[config.mk]
export PLATFORM = sky130hd
export DESIGN_NAME = register_load_sequencer
export DESIGN_NICKNAME = d
export VERILOG_FILES = /design/src/rtl/register_load_sequencer.sv
export SDC_FILE = /design/constraint.sdc
export NUM_CORES = 1
export LEC_CHECK = 0
export BUFFER_PORTS_ARGS = -buffer_cell sky130_fd_sc_hd__buf_2
export CAP_MARGIN = 20
export CORE_MARGIN = 2
export CORE_UTILIZATION = 32
export CTS_CLUSTER_DIAMETER = 200
export DETAILED_ROUTE_END_ITERATION = 6
export SKIP_CTS_REPAIR_TIMING = 1
export SLEW_MARGIN = 5
export SYNTH_ARGS = -nofsm -noshare
export SYNTH_HDL_FRONTEND = slang
export SYNTH_SLANG_ARGS = --single-unit
[constraint.sdc]
create_clock -name Clock -period 2.55 [get_ports Clock]
set_input_delay 0.6375 -clock Clock [delete_from_list [all_inputs] [get_ports Clock]]
set_output_delay 0.6375 -clock Clock [all_outputs]
set_load 0.005 [all_outputs]
[src/rtl/register_load_sequencer.sv]
`default_nettype none
// ============================================================================
// Module   : register_load_sequencer
// Brief    : Turns opcode commands and an MSB-first byte stream into
//            enable/function-select/data operations on a 32-bit register.
// Revision : 1.0
// ============================================================================
module register_load_sequencer #(
    parameter int BYTE_TIMEOUT = 15
) (
    input  logic        Clock,
    input  logic        Reset,
    input  logic        CmdValid,
    output logic        CmdReady,
    input  logic [2:0]  CmdOp,
    input  logic [3:0]  CmdCount,
    input  logic [31:0] CmdData,
    input  logic        ByteValid,
    output logic        ByteReady,
    input  logic [7:0]  ByteData,
    output logic        RegE,
    output logic [2:0]  RegFunSel,
    output logic [31:0] RegI,
    output logic        Busy,
    output logic        Done,
    output logic        Error
);

    localparam int c_tmo_w = (BYTE_TIMEOUT < 2) ? 1 : $clog2(BYTE_TIMEOUT + 1);
    localparam logic [c_tmo_w-1:0] c_tmo_last = c_tmo_w'(BYTE_TIMEOUT - 1);
    localparam logic [c_tmo_w-1:0] c_tmo_one  = c_tmo_w'(1);

    localparam logic [2:0] c_op_nop    = 3'b000;
    localparam logic [2:0] c_op_clear  = 3'b001;
    localparam logic [2:0] c_op_loadw  = 3'b010;
    localparam logic [2:0] c_op_inc    = 3'b011;
    localparam logic [2:0] c_op_dec    = 3'b100;
    localparam logic [2:0] c_op_stream = 3'b101;
    localparam logic [2:0] c_op_loadsx = 3'b110;

    localparam logic [2:0] c_fs_dec    = 3'b000;
    localparam logic [2:0] c_fs_inc    = 3'b001;
    localparam logic [2:0] c_fs_load   = 3'b010;
    localparam logic [2:0] c_fs_clear  = 3'b011;
    localparam logic [2:0] c_fs_shift  = 3'b110;
    localparam logic [2:0] c_fs_loadsx = 3'b111;

    typedef enum logic [2:0] {
        IDLE   = 3'd0,
        EXEC   = 3'd1,
        REPEAT = 3'd2,
        STREAM = 3'd3,
        FINISH = 3'd4
    } state_t;

    state_t               state_q, state_d;
    logic [3:0]           rep_cnt_q, rep_cnt_d;
    logic [1:0]           byte_cnt_q, byte_cnt_d;
    logic [c_tmo_w-1:0]   tmo_q, tmo_d;
    logic                 reg_e_q, reg_e_d;
    logic [2:0]           fun_sel_q, fun_sel_d;
    logic [31:0]          reg_i_q, reg_i_d;
    logic                 done_q, done_d;
    logic                 error_q, error_d;
    logic                 cmd_ready_q, cmd_ready_d;
    logic                 byte_ready_q, byte_ready_d;
    logic                 busy_q, busy_d;

    always_comb begin
        state_d    = state_q;
        rep_cnt_d  = rep_cnt_q;
        byte_cnt_d = byte_cnt_q;
        tmo_d      = tmo_q;
        reg_e_d    = 1'b0;
        fun_sel_d  = 3'b000;
        reg_i_d    = 32'h0;
        error_d    = 1'b0;

        case (state_q)
            IDLE: begin
                if (CmdValid && cmd_ready_q) begin
                    case (CmdOp)
                        c_op_nop: state_d = FINISH;
                        c_op_clear: begin
                            state_d   = EXEC;
                            reg_e_d   = 1'b1;
                            fun_sel_d = c_fs_clear;
                        end
                        c_op_loadw: begin
                            state_d   = EXEC;
                            reg_e_d   = 1'b1;
                            fun_sel_d = c_fs_load;
                            reg_i_d   = CmdData;
                        end
                        c_op_inc, c_op_dec: begin
                            if (CmdCount == 4'd0) begin
                                state_d = FINISH;
                            end else begin
                                // First pulse issues here; the counter holds pulses still owed including it.
                                state_d   = REPEAT;
                                rep_cnt_d = CmdCount;
                                reg_e_d   = 1'b1;
                                fun_sel_d = (CmdOp == c_op_inc) ? c_fs_inc : c_fs_dec;
                            end
                        end
                        c_op_stream: begin
                            state_d    = STREAM;
                            byte_cnt_d = 2'd0;
                            tmo_d      = '0;
                        end
                        c_op_loadsx: begin
                            state_d   = EXEC;
                            reg_e_d   = 1'b1;
                            fun_sel_d = c_fs_loadsx;
                            reg_i_d   = CmdData;
                        end
                        default: begin
                            state_d = FINISH;
                            error_d = 1'b1;
                        end
                    endcase
                end
            end
            EXEC: state_d = FINISH;
            REPEAT: begin
                if (rep_cnt_q > 4'd1) begin
                    reg_e_d   = 1'b1;
                    fun_sel_d = fun_sel_q;
                    rep_cnt_d = rep_cnt_q - 4'd1;
                end else begin
                    state_d   = FINISH;
                    rep_cnt_d = 4'd0;
                end
            end
            STREAM: begin
                if (ByteValid && byte_ready_q) begin
                    reg_e_d    = 1'b1;
                    fun_sel_d  = c_fs_shift;
                    reg_i_d    = {24'h0, ByteData};
                    tmo_d      = '0;
                    byte_cnt_d = byte_cnt_q + 2'd1;
                    if (byte_cnt_q == 2'd3) begin
                        state_d = FINISH;
                    end
                end else if (tmo_q == c_tmo_last) begin
                    // Abort keeps whatever bytes were already shifted in.
                    state_d = FINISH;
                    error_d = 1'b1;
                    tmo_d   = '0;
                end else begin
                    tmo_d = tmo_q + c_tmo_one;
                end
            end
            FINISH: state_d = IDLE;
            default: state_d = IDLE;
        endcase

        done_d       = (state_d == FINISH);
        cmd_ready_d  = (state_d == IDLE);
        busy_d       = (state_d != IDLE);
        byte_ready_d = (state_d == STREAM);
    end

    always_ff @(posedge Clock) begin
        if (Reset) begin
            state_q      <= IDLE;
            rep_cnt_q    <= 4'd0;
            byte_cnt_q   <= 2'd0;
            tmo_q        <= '0;
            reg_e_q      <= 1'b0;
            fun_sel_q    <= 3'b000;
            reg_i_q      <= 32'h0;
            done_q       <= 1'b0;
            error_q      <= 1'b0;
            cmd_ready_q  <= 1'b1;
            byte_ready_q <= 1'b0;
            busy_q       <= 1'b0;
        end else begin
            state_q      <= state_d;
            rep_cnt_q    <= rep_cnt_d;
            byte_cnt_q   <= byte_cnt_d;
            tmo_q        <= tmo_d;
            reg_e_q      <= reg_e_d;
            fun_sel_q    <= fun_sel_d;
            reg_i_q      <= reg_i_d;
            done_q       <= done_d;
            error_q      <= error_d;
            cmd_ready_q  <= cmd_ready_d;
            byte_ready_q <= byte_ready_d;
            busy_q       <= busy_d;
        end
    end

    assign CmdReady  = cmd_ready_q;
    assign ByteReady = byte_ready_q;
    assign RegE      = reg_e_q;
    assign RegFunSel = fun_sel_q;
    assign RegI      = reg_i_q;
    assign Busy      = busy_q;
    assign Done      = done_q;
    assign Error     = error_q;

endmodule
`default_nettype wire
# Word level (Yosys, flattened, before mapping)
# Cells that the tools add are included.
# totals
regBits	54
word_cells	95
# classes
n_addsub	3
order_cmp	1
eq_ne	19
n_mux	44
reduce_logical	16
# ops
op	count
2-to-1 mux 32 bit	2
case mux 32 bit (2 select lines)	1
2-to-1 mux 4 bit	8
2-to-1 mux 3 bit	9
case mux 3 bit (4 select lines)	2
case mux 3 bit (3 select lines)	2
case mux 4 bit (2 select lines)	2
== test 3 x 2 -> 1 bit (second input constant)	5
== test 3 bit (second input constant)	4
2-to-1 mux 1 bit	10
zero test 3 bit	3
2-to-1 mux 8 bit	1
!= test 2 bit (second input constant)	4
AND reduction 4 bit	2
OR reduction 7 bit	1
== test 3 x 1 -> 1 bit (second input constant)	2
2-to-1 mux 2 bit	3
adder 4 x 1 -> 4 bit (second input constant)	1
== test 4 bit (second input constant)	1
> comparator 4 x 1 -> 1 bit (second input constant)	1
zero test 4 bit	1
!= test 2 x 1 -> 1 bit (second input constant)	2
case mux 1 bit (2 select lines)	2
case mux 2 bit (2 select lines)	1
other kinds (10)	13

# Longest topological paths before layout
# Gate-level depths: netlist of run 1.
# logic_depth
word_depth	6
mapped_depth	6

# Worst setup path before layout of run 1
# OpenSTA, ideal clock, no wires.
# synth_path
path_kind	input port to flip-flop
start	input CmdOp[0]
end	register busy_q (netlist: Busy)
setup_ns	0.120
arrival_ns	1.897
slack_ns	0.533
cell_stages	6
n_path_buf	0
path_cell_list	inv_1 > ha_1 > mux2i_2 > o21ai_0 > a211o_1 > o31a_1
# synth_via
elab_chain_cells	6
elab_cells_between_ends	12
cone_classes	eq/ne (6); mux (3); reduce/logical (3)
# synth_lines
item	line_no	rtl
start, declared	15	input logic [2:0] CmdOp,
== test 3 bit, or another cell as far along	82	case (CmdOp)
OR reduction 3 bit (no source line) or OR reduction 2 bit (tied branches)	n/a	
case mux 3 bit (3 select lines) (*)	82	
2-to-1 mux 3 bit (*)	81	if (CmdValid && cmd_ready_q) begin
case mux 3 bit (4 select lines) (*)	79	case (state_q)
nonzero test 3 bit (*)	160	busy_d = (state_d != IDLE);
end signal, assigned	190	busy_q <= busy_d;
end, declared	67	logic busy_q, busy_d;
# Mark *: on every way between the ends. The rest lies on a longest branch, timed or not.
# A chain may end at the register's enable or synchronous reset.

# Final worst setup path of run 1
# layout_path
start	input CmdOp[0]
end	register done_q (netlist: Done)
# layout_via
elab_chain_cells	6
elab_cells_between_ends	12
cone_classes	eq/ne (7); mux (3); reduce/logical (2)
# layout_lines
item	line_no	rtl
== test 3 bit, or another cell as far along	82	
OR reduction 3 bit (no source line) or OR reduction 2 bit (tied branches)	n/a	
case mux 3 bit (3 select lines) (*)	82	
2-to-1 mux 3 bit (*)	81	
case mux 3 bit (4 select lines) (*)	79	
== test 3 bit (*)	158	done_d = (state_d == FINISH);
end signal, assigned	186	done_q <= done_d;
end, declared	63	logic done_q, done_d;
# Marked as above.

==> impl_metrics.yaml, run 1 <==
min_path:
  hp-start: "byte_cnt_q[1]"
  min_path_cells: 2
  hold_end: "byte_cnt_q[1]"
  min_path_type: "reg -> reg"
clocking:
  cts_tree: "done"
  h-tree-depth: 2
  clkTransAtPathRegs_ns: 0.10
  cts_made_buffers: 5
  cts_buffer_depth: 2
  clk_latency_ns: 0.31
  clock-sinks: 54
  clock_tree.root_cell: "clkbuf_8"
synth:
  syn_avg_cell_area_um2: 9.899
  yosys_warnings: 0
  synth-seq-cells: 54
  netlist.area_leader.share_pct: 48.32
  synth_top_cell_by_area: "dfxtp_1"
  yosysMostFrequentCell: "dfxtp_1"
  synthTopCellsByCount: "dfxtp_1, and2_1, nor2_1"
  ys_seq_area_share_pct: 48.32
  syn_nets: 286
  synthFlopType: "dfxtp_1"
  syn_area_mm2: 0.002237
  synthTopCellsByArea: "dfxtp_1, and2_1, ha_1"
  yosysUniqueCellTypes: 49
  synth-edff-count: 0
  synthArstFlopShare_pct: 0
  synthCells: 226
grt:
  grt_pass1_vias: 1781
  grt_overflow: 0
  track_usage_pct: 13.47
  grt_pass1_wl_mm: 8.142
  antenna_found_initial: 0
  grt_max_degree: 25
die:
  coreArea_mm2: 0.006794
  io_pins: 92
  fp-row-count: 30
  initial_core_util_pct: 32.93
  die_y_um: 87.61
  die_x_um: 87.61
  die-area_mm2: 0.007676
place:
  gp_congestion: 0.7869
  dp_hpwl_mm: 3.983
  port_buffers: 91
  post-place-cells: 412
  place_area_mm2: 0.002826
sta:
  maxSlewViolCount: 0
  rsz0062_at_grt: "no"
  finalClockSkew_ns: 0.007582
  finalHoldViolCount: 0
  period_needed_ns: 1.959
  setup_tns_ns: 0
  max_freq_ghz: 0.5106
  period_share_pct: 76.80
  worst_pin_slew_ns: 0.6491
  slew_headroom_pct: 56.44
  setup_viol: 0
setup_path:
  cp_data_arrival_time_ns: 2.18
  crit_path_end_kind: "flip-flop"
  reg2reg_slack_ns: 0.65
  r2r-start: "state_q[2]"
  critPathKind: "in -> reg"
  worst_setup_path_start_kind: "input port"
  worstRegToRegCells: 4
  worstReg2RegEnd: "Done"
  critPathMaxFanout: 5
  crit_required_ns: 2.77
finish:
  fin_cells: 420
  syn2layout_area_growth_pct: 30.59
  finalInstanceArea_mm2: 0.002922
  drive_gt1_share_pct: 36.11
  antenna_cells: 0
  final_nets: 383
routing:
  wl_met1_mm: 2.340
  wl_met3_um: 303
  wire_per_inst_um: 12.47
  dr.pass1.iters: 4
  via_count: 1982
  route.top_layer_used: "met4"
  routed_wl_mm: 5.239
  drtIter0Drc: 45
  wl_met2_mm: 2.520
  viasPerCell: 4.719
  post-route-drc-count: 0
  ant_nets: 0
job:
  cap_viol_max_count: 0
pwr:
  powerDensity_mw_per_mm2: 579.3
  irDropWorstVdd_mv: 0.2165
  p_leak_nw: 1.331
status:
  outcome: "finished, final reports clean"
## report_power, final
group	internal [W]	switching, W
clock	0.000202	0.000293
combinational	0.000137	0.000144
sequential	0.000881	0.0000356
## worst max path at each step
stage / start / endpoint / slack, ns / cells past startpoint
floorplan: CmdOp[0] / Busy / 0.53 / 6
global route: state_q[2] / tmo_q[2] / 0.46 / 4
global placement: CmdOp[0] / Busy / 0.34 / 7
CTS: CmdOp[0] / Done / 0.62 / 7
detailed placement: CmdOp[0] / Busy / 0.30 / 7
finish: CmdOp[0] / Done / 0.59 / 7
## per-stage QoR
step           worst slack, ns  total power [W]  hold WS (ns)  util [%]
2_1_floorplan           0.5331         0.001100        0.4520         -
3_3_place_gp            0.3435         0.001214        0.4628     41.60
3_5_place_dp            0.2956         0.001216        0.4748     41.60
4_1_cts                 0.6214         0.001716        0.4920     43.00
5_1_grt                 0.4635         0.001790        0.4984     43.00
6_report                0.5915         0.001692        0.4857     43.00
## logic make-up after synthesis
logic type	Yosys count	synth area share [%]
AO/OA/AOI/OAI	53	17.51
XOR/XNOR	1	0.3916
adder cells (fa/ha/maj)	9	5.034
buffers and inverters	15	2.740
flip-flops	54	48.32
multiplexers	3	1.510
AND/OR/NAND/NOR	91	24.50
## cell usage in the layout, fill, tap and decap left out, drive strengths merged, types with 3 or more instances in the layout
master	instances
dfxtp	54
a31oi	4
inv	10
a211oi	3
a21oi	9
o21ai	8
clkbuf	5
nand2b	6
and2	25
o221a	3
nor3	8
a22oi	8
nor3b	4
ha	9
nor2	22
nand2	9
buf	97
mux2i	3
## final cells by class
class,instances,area (µm²)
fill,688,3872
multi-input combinational,157,1095
sequential,54,1081
timing repair buffer,97,500.5
tap,96,120.1
clock buffer,5,68.82
inverter,8,30.03
clock inverter,3,26.28
## routing by layer
metal | track usage, % | up-vias
met5 | 0 | -
met4 | 4.755 | 0
met3 | 3.487 | 6
met2 | 22.31 | 62
met1 | 17.00 | 919
li1 | - | 995
## worst max-delay path: stages
cell	delay [ns]
buf_2	0.11
inv_1	0.06
ha_1	0.24
mux2i_2	0.36
o21ai_0	0.16
a211o_1	0.35
a211oi_1	0.26
## sequential cells by signal, indices dropped and copies added, names as in the netlist
| signal | flops |
|---|---|
| Error | 1 |
| ByteReady | 1 |
| RegE | 1 |
| state_q | 3 |
| byte_cnt_q | 2 |
| RegFunSel | 3 |
| Done | 1 |
| RegI | 32 |
| Busy | 1 |
| CmdReady | 1 |
| rep_cnt_q | 4 |
| tmo_q | 4 |
No activity file was read; power rests on OpenSTA's default activity.
==> run 2: changes to the inputs <==
- clock period: 2.55 -> 1.8 ns (I/O delays scaled with it)
==> impl_metrics.yaml, run 2 (same netlist as run 1, synthesis figures left out) <==
job:
  cap_viol_max_count: 0
routing:
  viasPerCell: 4.618
  post-route-drc-count: 0
  wire_per_inst_um: 11.76
  ant_nets: 0
  drtIter0Drc: 78
  dr.pass1.iters: 4
  via_count: 2055
  routed_wl_mm: 5.233
place:
  dp_hpwl_mm: 3.983
  port_buffers: 91
  gp_congestion: 0.8300
  post-place-cells: 436
die:
  initial_core_util_pct: 32.93
  die_x_um: 87.61
  die_y_um: 87.61
  io_pins: 92
  die-area_mm2: 0.007676
  coreArea_mm2: 0.006794
  fp-row-count: 30
setup_path:
  crit_end: "rep_cnt_q[3]"
  cp_data_arrival_time_ns: 1.95
  slowest_delay_ns: 0.35
  crit_chain: "inv_1 -> ha_2 -> or2_2 -> buf_4 -> a21o_1 -> o221a_2 -> nor3_1"
  cp.depth: 7
  worstReg2RegEnd: "rep_cnt_q[3]"
  worst_setup_path_start_kind: "flip-flop"
  setup.worst_path.start: "rep_cnt_q[1]"
  worst-path-buf-inv: 2
  critPathMaxFanout: 3
  r2r-start: "rep_cnt_q[1]"
  reg2reg_slack_ns: 0.09
  cpMaxStageDelayCell: "dfxtp_2"
  critPathTopFamily: "simple AND/OR/NAND/NOR gates"
  crit_path_end_kind: "flip-flop"
  crit_required_ns: 2.04
  critPathKind: "reg -> reg"
  worstRegToRegCells: 7
finish:
  antenna_cells: 0
  final_core_util_pct: 46.11
  syn2layout_area_growth_pct: 40.04
  layout_common_cells: "buf_2, dfxtp_1, buf_4"
  final_nets: 408
  final_common_cell: "buf_2"
  largest_reg_flops: 32
  fin_cells: 445
  fillers: 649
  drive_gt1_share_pct: 42.41
clocking:
  clock-sinks: 54
  clkTransAtPathRegs_ns: 0.10
  cts_made_buffers: 5
  h-tree-depth: 2
  cts_tree: "done"
  clock_tree.root_cell: "clkbuf_8"
  clk_latency_ns: 0.31
  cts_buffer_depth: 2
grt:
  grt_overflow: 0
  grt_pass1_wl_mm: 7.859
  grt_max_degree: 25
  antenna_found_initial: 0
  track_usage_pct: 13.20
  grt_pass1_vias: 1731
sta:
  worst_pin_slew_ns: 0.3418
  maxSlewViolCount: 0
  slew_headroom_pct: 77.02
  max_freq_ghz: 0.5857
  setup_viol: 0
  finalClockSkew_ns: 0.008529
  period_share_pct: 94.86
  period_needed_ns: 1.707
  finalHoldViolCount: 0
  hold_slack_ns: 0.3283
status:
  outcome: "finished, final reports clean"
pwr:
  p_leak_nw: 1.454
  powerDensity_mw_per_mm2: 786.5
  irDropWorstVdd_mv: 0.3546
min_path:
  min_path_type: "in -> reg"
## run 2: cell types whose count changed in the layout (fill, tap and decap cells not counted), sizes merged
cell,change
buf,+25
clkinvlp,+1
inv,-1
## run 2: layout make-up
cell class	instances	area (µm²)	share of cell area, %
repair buffers	122	688.2	21.96
multi-input cells	157	1117	35.66
clock buffers	5	68.82	2.196
inverters	8	30.03	0.9585
flip-flops and latches	54	1084	34.58
clock inverters	3	25.02	0.7987
well taps	96	120.1	3.834
## run 2: worst min-delay path by stage
| stage | from | endpoint | slack, ns | depth (start not counted) |
|---|---|---|---|---|
| after floorplan | byte_cnt_q[1] | byte_cnt_q[1] | 0.45 | 2 |
| after global placement | byte_cnt_q[1] | byte_cnt_q[1] | 0.47 | 2 |
| after detailed placement | byte_cnt_q[1] | byte_cnt_q[1] | 0.48 | 2 |
| after CTS | CmdData[13] | RegI[13] | 0.32 | 2 |
| after global routing | CmdData[13] | RegI[13] | 0.31 | 2 |
| final | CmdData[25] | RegI[25] | 0.33 | 2 |
## run 2: power by group
| group | leakage, nW | internal, W | switching, W |
|---|---|---|---|
| clock network | 0.0447 | 0.000282 | 0.000415 |
| registers | 0.438 | 0.00125 | 0.0000394 |
| logic | 0.971 | 0.000252 | 0.000228 |
## run 2: per-layer routing
| metal | vias to the layer above | GRT usage [%] | part of all wire, % | wire length, µm |
|---|---|---|---|---|
| met3 | 5 | 3.770 | 6.5 | 341 |
| met5 | - | 0 | 0 | 0 |
| met1 | 941 | 16.65 | 45 | 2367 |
| met2 | 65 | 21.56 | 47 | 2449 |
| met4 | 0 | 4.755 | 1.4 | 75 |
| li1 | 1044 | - | - | - |
## run 2: per-stage QoR
| step | setup TNS, ns | area (µm²) | total power [W] | setup WS [ns] |
|---|---|---|---|---|
| final | 0 | 3133 | 0.002464 | 0.09260 |
| after detailed placement | -2.951 | 3015 | 0.001786 | -0.1319 |
| after CTS | -0.008723 | 3109 | 0.002483 | -0.008723 |
| after floorplan | 0 | 2246 | 0.001561 | 0.05693 |
| after global routing | -0.001394 | 3133 | 0.002611 | -0.001394 |
| after global placement | -2.589 | 3015 | 0.001783 | -0.1459 |
## run 2: worst reg2reg max path: stages (launching register included)
cell and delay (ns):
dfxtp_2 0.35, inv_1 0.06, ha_2 0.17, or2_2 0.31, buf_4 0.15, a21o_1 0.21
o221a_2 0.25, nor3_1 0.15
==> run 3: changes to the inputs <==
--- a/config.mk
+++ b/config.mk
@@ -8,8 +8,11 @@
 export BUFFER_PORTS_ARGS = -buffer_cell sky130_fd_sc_hd__buf_2
 export CAP_MARGIN = 20
+export CELL_PAD_IN_SITES_DETAIL_PLACEMENT = 0
+export CELL_PAD_IN_SITES_GLOBAL_PLACEMENT = 1
 export CORE_MARGIN = 2
 export CORE_UTILIZATION = 32
 export CTS_CLUSTER_DIAMETER = 200
 export DETAILED_ROUTE_END_ITERATION = 6
+export PLACE_DENSITY_LB_ADDON = 0.1
 export SKIP_CTS_REPAIR_TIMING = 1
 export SLEW_MARGIN = 5
==> constraint.sdc (replaced) <==
create_clock -name Clock -period 2 [get_ports Clock]
set_input_delay 0.2 -clock Clock [delete_from_list [all_inputs] [get_ports Clock]]
set_output_delay 0.2 -clock Clock [all_outputs]
set_load 0.005 [all_outputs]
==> impl_metrics.yaml, run 3 (same netlist as run 1, synthesis figures left out) <==
status:
  outcome: "finished, final reports clean"
sta:
  finalClockSkew_ns: 0.009463
  worst_pin_slew_ns: 0.5177
  finalHoldViolCount: 0
  slew_headroom_pct: 65.36
  period_needed_ns: 1.860
  period_share_pct: 93.01
  rsz0062_at_grt: "no"
  setup_tns_ns: 0
  setup_viol: 0
  max_freq_ghz: 0.5376
  maxSlewViolCount: 0
routing:
  routed_wl_mm: 5.262
  ant_nets: 0
  wire_per_inst_um: 12.38
  via_count: 1961
  viasPerCell: 4.614
  drtIter0Drc: 40
  dr.pass1.iters: 4
  post-route-drc-count: 0
setup_path:
  cp_data_arrival_time_ns: 2.07
  r2r-start: "rep_cnt_q[0]"
  worstReg2RegEnd: "Busy"
  worst_setup_path_start_kind: "flip-flop"
  crit_required_ns: 2.21
  critPathMaxFanout: 5
  reg2reg_slack_ns: 0.14
  crit_path_end_kind: "flip-flop"
  worstRegToRegCells: 6
  critPathKind: "reg -> reg"
clocking:
  h-tree-depth: 2
  cts_made_buffers: 5
  clock-sinks: 54
  cts_buffer_depth: 2
  clk_latency_ns: 0.31
  cts_tree: "done"
  clkTransAtPathRegs_ns: 0.10
  clock_tree.root_cell: "clkbuf_8"
die:
  die_y_um: 87.61
  fp-row-count: 30
  die_x_um: 87.61
  io_pins: 92
  initial_core_util_pct: 32.93
  die-area_mm2: 0.007676
  coreArea_mm2: 0.006794
grt:
  grt_overflow: 0
  grt_pass1_vias: 1771
  antenna_found_initial: 0
  track_usage_pct: 13.80
  grt_max_degree: 25
  grt_pass1_wl_mm: 8.293
pwr:
  p_leak_nw: 1.371
  netSwitchingPower_w: 0.0005988
  p_int_w: 0.001718
  irDropWorstVdd_mv: 0.2650
  swShare_pct: 25.85
  clock_power_share_pct: 33.8
  powerDensity_mw_per_mm2: 773.2
  power_frac_comb_pct: 16.1
  seqPwrFrac_pct: 50.1
min_path:
  hp-start: "CmdData[12]"
  min_path_cells: 2
  min_path_type: "in -> reg"
  hold_end: "RegI[12]"
place:
  post-place-cells: 417
  port_buffers: 91
  gp_congestion: 0.7864
  dp_hpwl_mm: 3.899
finish:
  antenna_cells: 0
  fillers: 684
  layout_common_cells: "buf_2, dfxtp_1, and2_1"
  largest_reg_flops: 32
  regArea_mm2: 0.001081
  final_common_cell: "buf_2"
  syn2layout_area_growth_pct: 33.95
  final_nets: 388
  drive_gt1_share_pct: 37.69
  multi_input_area_mm2: 0.001106
  fin_cells: 425
job:
  cap_viol_max_count: 0
==> run 3: power groups by stage <==
stage / registers (W) / logic, W / clock network, W
3_5_place_dp: 0.00119 / 0.000375 / 0
2_1_floorplan: 0.00118 / 0.000220 / 0
6_report: 0.00116 / 0.000374 / 0.000782
3_3_place_gp: 0.00119 / 0.000377 / 0
5_1_grt: 0.00117 / 0.000420 / 0.000852
4_1_cts: 0.00116 / 0.000377 / 0.000820
==> run 3: metal layers <==
layer	global-route usage (%)	routed length, µm
met5	0	0
met4	4.615	75
met3	3.959	414
met2	22.87	2456
met1	17.27	2316
==> run 3: worst max path at each step <==
stage	startpoint	end	depth (start not counted)
after floorplan	rep_cnt_q[0]	Busy	6
after global placement	CmdOp[0]	Done	7
after detailed placement	CmdOp[0]	Busy	7
after CTS	rep_cnt_q[0]	Busy	6
after global routing	rep_cnt_q[0]	Busy	6
final	rep_cnt_q[0]	Busy	6
==> run 3: final cells by class <==
cell class                 instances  area share [%]
multi-input combinational        157           36.91
sequential                        54           36.08
timing repair buffer             102           17.95
tap                               96           4.008
clock buffer                       6           2.756
clock inverter                     2           1.294
inverter                           8           1.002
==> run 3: per-stage QoR <==
stage / total power (W) / setup WS, ns / area, µm² / hold WS (ns) / utilization (%)
6_report: 0.002317 / 0.1399 / 2997 / 0.07434 / 44.11
5_1_grt: 0.002442 / 0.002018 / 2997 / 0.05813 / 44.11
4_1_cts: 0.002358 / 0.1670 / 2985 / 0.06629 / 43.94
3_5_place_dp: 0.001561 / 0.1762 / 2864 / 0.4023 / 42.15
3_3_place_gp: 0.001563 / 0.1884 / 2864 / 0.3981 / 42.15
2_1_floorplan: 0.001402 / 0.2972 / 2237 / 0.2662 / -
==> run 3: critical path, cell delays in order, from the launching register on <==
cell,delay (ns)
dfxtp_1,0.41
inv_1,0.07
ha_1,0.21
or2_2,0.34
a31oi_1,0.22
o21ai_0,0.19
o31a_1,0.32
